### src/rtl/est_sync_buffer_fifo.sv
// Elastic token FIFO between two 4-phase return-to-zero channels.
// The upstream side captures a token (nonzero tag in the two MSBs) into a small
// memory and handshakes it with ack. The downstream side presents the oldest
// token, waits for ack_next, then returns to a spacer before presenting the next.
module est_sync_buffer_fifo #(
  parameter int WIDTH = 16,
  parameter int DEPTH = 4,
  localparam int CW = $clog2(DEPTH + 1)
) (
  input  logic             clk,
  input  logic             rst,
  input  logic [WIDTH-1:0] data_in,
  output logic             ack,
  output logic [WIDTH-1:0] data_out,
  input  logic             ack_next,
  output logic [CW-1:0]    count,
  output logic             full,
  output logic             empty
);

  // DEPTH is a power of two, so pointers of AW bits wrap at DEPTH on their own.
  localparam int AW = (DEPTH > 1) ? $clog2(DEPTH) : 1;
  localparam logic [CW-1:0] DEPTH_C = CW'(DEPTH);

  localparam logic [0:0] IN_IDLE  = 1'b0;
  localparam logic [0:0] IN_ACK   = 1'b1;
  localparam logic [0:0] O_SPACER = 1'b0;
  localparam logic [0:0] O_TOKEN  = 1'b1;

  logic [WIDTH-1:0] mem [DEPTH];
  logic [AW-1:0]    wptr;
  logic [AW-1:0]    rptr;
  logic [0:0]       in_state;
  logic [0:0]       out_state;
  logic             det;
  logic             write;
  logic             pop;
  logic             load;
  logic [CW-1:0]    count_next;

  // Any nonzero tag marks a valid token; tag 00 is a spacer.
  assign det = data_in[WIDTH-1] | data_in[WIDTH-2];

  // full is the registered flag, so a pop at the same edge does not unblock a write.
  assign write = (in_state == IN_IDLE) && det && !full;
  assign pop   = (out_state == O_TOKEN) && ack_next;
  // A stale ack_next still high from the previous token holds off the next one.
  assign load  = (out_state == O_SPACER) && !empty && !ack_next;

  assign ack = (in_state == IN_ACK);

  // Token storage; no reset so the array maps onto RAM.
  always_ff @(posedge clk) begin
    if (write) begin
      mem[wptr] <= data_in;
    end
  end

  // Upstream handshake: capture a token, then wait for its return to spacer.
  always_ff @(posedge clk) begin
    if (rst) begin
      in_state <= IN_IDLE;
      wptr     <= '0;
    end else begin
      case (in_state)
        IN_IDLE: begin
          if (write) begin
            wptr     <= wptr + 1'b1;
            in_state <= IN_ACK;
          end
        end
        default: begin
          if (!det) begin
            in_state <= IN_IDLE;
          end
        end
      endcase
    end
  end

  // Downstream handshake: present the head token, pop it on ack_next, then spacer.
  always_ff @(posedge clk) begin
    if (rst) begin
      out_state <= O_SPACER;
      rptr      <= '0;
      data_out  <= '0;
    end else begin
      case (out_state)
        O_SPACER: begin
          if (load) begin
            data_out  <= mem[rptr];
            out_state <= O_TOKEN;
          end
        end
        default: begin
          if (pop) begin
            data_out  <= '0;
            rptr      <= rptr + 1'b1;
            out_state <= O_SPACER;
          end
        end
      endcase
    end
  end

  // Occupancy after this edge; a write and a pop together cancel out.
  always_comb begin
    count_next = count;
    case ({write, pop})
      2'b10:   count_next = count + 1'b1;
      2'b01:   count_next = count - 1'b1;
      default: count_next = count;
    endcase
  end

  // Registered occupancy and flags derived from the next count.
  always_ff @(posedge clk) begin
    if (rst) begin
      count <= '0;
      full  <= 1'b0;
      empty <= 1'b1;
    end else begin
      count <= count_next;
      full  <= (count_next == DEPTH_C);
      empty <= (count_next == '0);
    end
  end

endmodule

### config.mk
export PLATFORM = sky130hd
export DESIGN_NAME = est_sync_buffer_fifo
export DESIGN_NICKNAME = d
export VERILOG_FILES = /design/src/rtl/est_sync_buffer_fifo.sv
export SDC_FILE = /design/constraint.sdc
export NUM_CORES = 1
export LEC_CHECK = 0
export ABC_AREA = 1
export CAP_MARGIN = 20
export CORE_ASPECT_RATIO = 0.75
export CORE_MARGIN = 2
export CORE_UTILIZATION = 51
export CTS_CLUSTER_SIZE = 20
export DETAILED_ROUTE_END_ITERATION = 6
export GPL_TIMING_DRIVEN = 0
export HOLD_SLACK_MARGIN = 0.12
export MAX_ROUTING_LAYER = met4
export PLACE_DENSITY = 0.76
export SLEW_MARGIN = 20
export SYNTH_ARGS = -nofsm -noshare
export SYNTH_HDL_FRONTEND = slang
export SYNTH_SLANG_ARGS = --single-unit
### constraint.sdc
create_clock -name clk -period 1.9 [get_ports clk]
set_input_delay 0.285 -clock clk [delete_from_list [all_inputs] [get_ports clk]]
set_output_delay 0.285 -clock clk [all_outputs]
set_load 0.05 [all_outputs]
### After elaboration in Yosys (flattened, before gate mapping)

Memories as Yosys holds them, arrays and structs flattened. A register that Yosys moved wholly into a read port is not among the register bits.
Cells that the tools add are included.

* add/subtract/negate cells: 4
* multipliers: 0
* div/mod/pow operators: 0
* $lt $le $gt $ge: 0
* eq/ne operators: 4
* shift-type cells: 0
* muxes and demuxes: 13
* bitwise operators: 3
* reductions and logical operators: 13

Operators with widths (number)
* $mux 16: 3
* $mux 1: 7
* $pmux 3 s2: 1
* $reduce_and 2->1: 3
* $logic_and 1x1->1: 5
* $add 2x1->2 const B: 2
* $mux 2: 2
* $add 3x1->3 const B: 1
* $eq 3x3->1 const B: 1
* $logic_not 1->1: 3
* $logic_not 3->1: 1
* $sub 3x1->3 const B: 1
* $eq 2x1->1 const B: 1
* $eq 2x2->1 const B: 1
* $ne 2x1->1 const B: 1
* $not 1->1: 2
* $reduce_bool 2->1: 1
* $or 1x1->1: 1

* register bits after elaboration: 27
* bits in latches: 0
* bits in writable memories: 64
* memory bits (read-only): 0
* input port bits: 19
* logic and storage cells: 46
* memories kept: 1

Memories
* mem: depth 4, bits a word 16, rd ports 1, clocked after memory_dff 1, wr ports 1, line 30 `logic [WIDTH-1:0] mem [DEPTH];`

### Logic depth before layout (Yosys ltp)

* word-level depth: 6
* mapped depth: 11
* mapped depth without buffers: 11

### Least setup slack after synthesis

Ideal clock, no wire load.

* kind: reg2reg
* start: register in_state, in the netlist ack
* end: register empty
* library setup time: 0.069 ns
* data arrival time: 2.113 ns
* path slack: -0.281 ns
* stages on the path, launching flop included: 9
* path buffers: 0
* path through: dfxtp_1 > nor2_1 > o21ai_2 > ha_1 > fa_1 > or2_2 > o21ai_1 > nand2_1 > o21ai_1

* cells in the longest elaborated chain, start to end: 6
* elaborated cells between the ends (all ways): 7

Ends and longest elaborated chain
* start: declaration: line 33 `logic [0:0] in_state;`
* start signal: assignment: line 62 `in_state <= IN_IDLE;`
* start signal: assignment: line 69 `in_state <= IN_ACK;`
* start signal: assignment: line 74 `in_state <= IN_IDLE;`
* $not 1->1 (no line) *
* $logic_and 1x1->1 * (2 in series): line 45 `assign write = (in_state == IN_IDLE) && det && !full;`
* $eq 2x1->1 or $eq 2x2->1 (tied branches): line 109 `case ({write, pop})`
* $pmux 3 s2 *: line 109
* $logic_not 3->1 *: line 125 `empty <= (count_next == '0);`
* end signal: assignment: line 125
* end: declaration: line 18 `output logic empty`

Mark *: on every way between the ends. The rest lies on a longest branch, timed or not.
A chain may end at the register's enable or synchronous reset.

### Worst setup path in the final report

Same ends and word-level chain as after synthesis.

==> results list <==
- Outcome: completed
* Post-route DRC violation count: 0
* Pin count of the biggest net entering global routing: 15
- The net count of the finished layout is 475.
- Measured on the finished design, the core utilization comes to 0.6413.
- Starting density of the core: 0.5307
- After clock tree synthesis, the clock-pin slew on the worst setup and hold paths is roughly 0.080 ns.
- The number of global-route vias before repair came to roughly 2.5k.
* Global-route wire length before repair: ~12000 µm
* Final non-filler cell area: ~0.0047 mm²
* Worst-margin pin slew: roughly 0.55 ns
* Capturing element type of the critical path: flop
- Standby leakage power: around 2.0 nW
- After detailed routing, the total wire length is around 7500 µm.
- Total routing usage reported by global routing: 0.1994
* Distinct cell type count of the synthesized netlist: 27
* # Max-Cap Violations: 0
- The share of total power dissipated in the clock network is 0.242.
* Initial antenna violation count: 0
- Sw Pwr: approximately 1.3 mW
* Total of warnings raised by yosys: 0
- 1st-pass router iterations: 4
* Max-slew headroom at the worst pin: 0.6324
* Final count of pins violating max slew: 0
- After synthesis the netlist holds a flip-flop and latch count of 93.
- Number of clock sinks seen by CTS: slightly above 90
- Filler cells: between 500 and 600
- CTS Buf Count: 9
- Summing all flip-flop and latch instances after layout gives 0.002514 mm².
- Leaving out fill and tap cells, the most frequent cell in the layout is nand2_1.
- Area of the core: ~0.0074 mm²
* Int Pwr: 3.125 mW
- Hold is met by approximately 0.36 ns.
- The detailed router placed 2681 vias in this run.
- Setup repair after global routing left no endpoint under its margin.
* Number of instances in the synthesized netlist: between 300 and 400
* Layout overhead on the synthesized area: 20.84%
- Worst hold path type: in2reg
- The floorplan step defined a die boundary enclosing between 0.008 and 0.009 mm².
- The final number of hold-violating endpoints was 0.
- Final Skew: 0.01007 ns
- STA classifies the critical path startpoint as a flop.
- Switching power share of the total: 0.2881
- Setup Crit Path Kind: reg2reg
* Boundary pin count: just over 40
- Across the VDD grid, the largest voltage drop is 0.0004247 V.
- Post-DR vias/cell: 4.822
- The average instance in the mapped netlist occupies about 10 µm².
- Setup violations remaining at the end of the flow were counted as 0.
* Global placer's final weighted congestion: 0.7498
- Final HPWL from detailed placement: around 5400 µm
- Area after detailed placement: about 0.0045 mm²
- In the final layout, the multi-input gates occupy approximately 0.0010 mm².
- Maximum root-to-sink buffer count: 2
* Worst-skew pair later-pin latency: about 0.35 ns
- Derived from the worst setup path, the maximum achievable clock frequency is around 550 MHz.
- Setup slack of the most critical reg-to-reg path: about 0.087 ns
* H-tree lvl count: 3
- The number of antenna diodes in the final layout is 0.
- Seq/Total Area, Yosys: 0.6373
* Overflow left after global routing: 0
- Clock tree from TritonCTS: done
- Pwr per Cell Area: between 900 and 1000 mW/mm²
- Period utilisation layout: 0.9544
- Leading cell types in the layout, fill and taps excluded: 102 x nand2_1, 78 x inv_1, 64 x edfxtp_1
* Post-Synthesis Cell Area: between 0.003 and 0.004 mm²
* Die boundary height: 79.99 µm
- The detailed router finished its first iteration with approximately 130 violations.
* Endpoint arrival time on the critical path: approximately 2.1 ns
- Std-Cell Rows: 27
* Number of input and output port buffers inserted: 40
- Once detail routing completed, the nets flagged for antenna violations numbered 0.
- Net count after synthesis: around 420
- In the final routed layout, each cell accounts on average for between 10 and 15 µm.
- Subtracting the final worst setup slack from the clock period gives approximately 1.8 ns.
- Power share of the sequential group: 0.549
* Clock tree root driver cell: clkbuf_8
* Combinational cell fraction of total power: 0.208
* Critical-path maximum fanout: 3
* Die outline width: 105.3 µm
- Layout cell share with drive strength beyond 1: 0.1341
- The design draws ~4.4 mW.
- CP required: roughly 2.2 ns
==> area by class of cell <==
type                    instances  share of cell area
plain buffers                  15             0.02637
clock buffers                  10             0.02690
clock inverters                 6            0.006329
inverters                      82             0.06725
multi-input cells             204              0.2186
flip-flops and latches         93              0.5298
well taps                     101             0.02663
repair buffers                 45             0.09810
==> power by group through the flow <==
stage	clock network (mW)	logic, mW	registers (mW)
2_1_floorplan	0	0.389	2.64
3_3_place_gp	0	0.835	2.45
3_5_place_dp	0	0.892	2.46
4_1_cts	1.09	0.903	2.41
5_1_grt	1.18	1.00	2.43
6_report	1.06	0.915	2.41
==> worst max-delay path, cell delays in order (launching register included) <==
cell     delay [ns]
dfxtp_4        0.36
nor2_4         0.12
o21ai_4        0.08
ha_4           0.18
fa_1           0.42
or2_2          0.31
o21ai_2        0.08
nand2_2        0.09
o21ai_2        0.12
==> through the flow <==
stage | instances | TNS (ns) | setup slack (ns)
final | 556 | 0 | 0.08673
after global routing | 556 | 0 | 0.01042
after CTS | 556 | 0 | 0.005161
after detailed placement | 539 | -7.685 | -0.7744
after global placement | 535 | -49.28 | -0.7591
after floorplan | 394 | 0 | 0.005901
==> state kept, by name (all words and copies together), names as in the netlist, named ones only <==
register and count:
mem 64, data_out 16, count 3, rptr 2
wptr 2, ack 1, empty 1, full 1
out_state 1
==> synth_stat cells (all sizes together) <==
library cell,count,area [µm²]
nand3,49,245.2
a21oi,22,140.1
dfxtp,29,580.6
nor3,1,5.000
nor2,10,40.04
buf,14,121.4
edfxtp,64,1922
ha,5,62.56
fa,1,20.02
nand2,105,404.1
nand4,1,6.260
or2,1,6.260
clkinv,2,13.76
inv,80,302.8
clkbuf,1,3.750
xor2,1,8.760
o21ai,8,43.79
==> final timing paths <==
kind | to | depth (start not counted) | startpoint
worst max-delay path | empty | 8 | ack
worst max register to register | empty | 8 | ack
worst min register to register | data_out[3] | 2 | data_out[3]
worst min-delay path | out_state | 2 | ack_next
==> per-layer routing <==
layer / vias up / GRT usage / share of wire
li1: 1357 / - / -
met1: 1221 / 0.2491 / 0.44
met2: 91 / 0.3123 / 0.47
met3: 12 / 0.05306 / 0.074
met4: 0 / 0.08133 / 0.016
met5: - / - / 0
==> cells by family after synthesis <==
logic type	after synthesis	share of synthesized area
xor gates and xnor gates	1	0.002231
AOI/OAI and AO/OA	30	0.04685
and+or+nand+nor	167	0.1801
DFF	93	0.6373
buffers and inverters	97	0.1125
adders and majority gates	6	0.02103
==> what timing repair did <==
item                       4_1_cts  5_1_grt
hold endpoints to repair         0        0
setup buffers                    1        0
setup endpoints to repair        3        4
gates resized for setup          9        8
hold buffers                     0        0
pin swaps                        1        2
(Power assumes the default switching activity.)
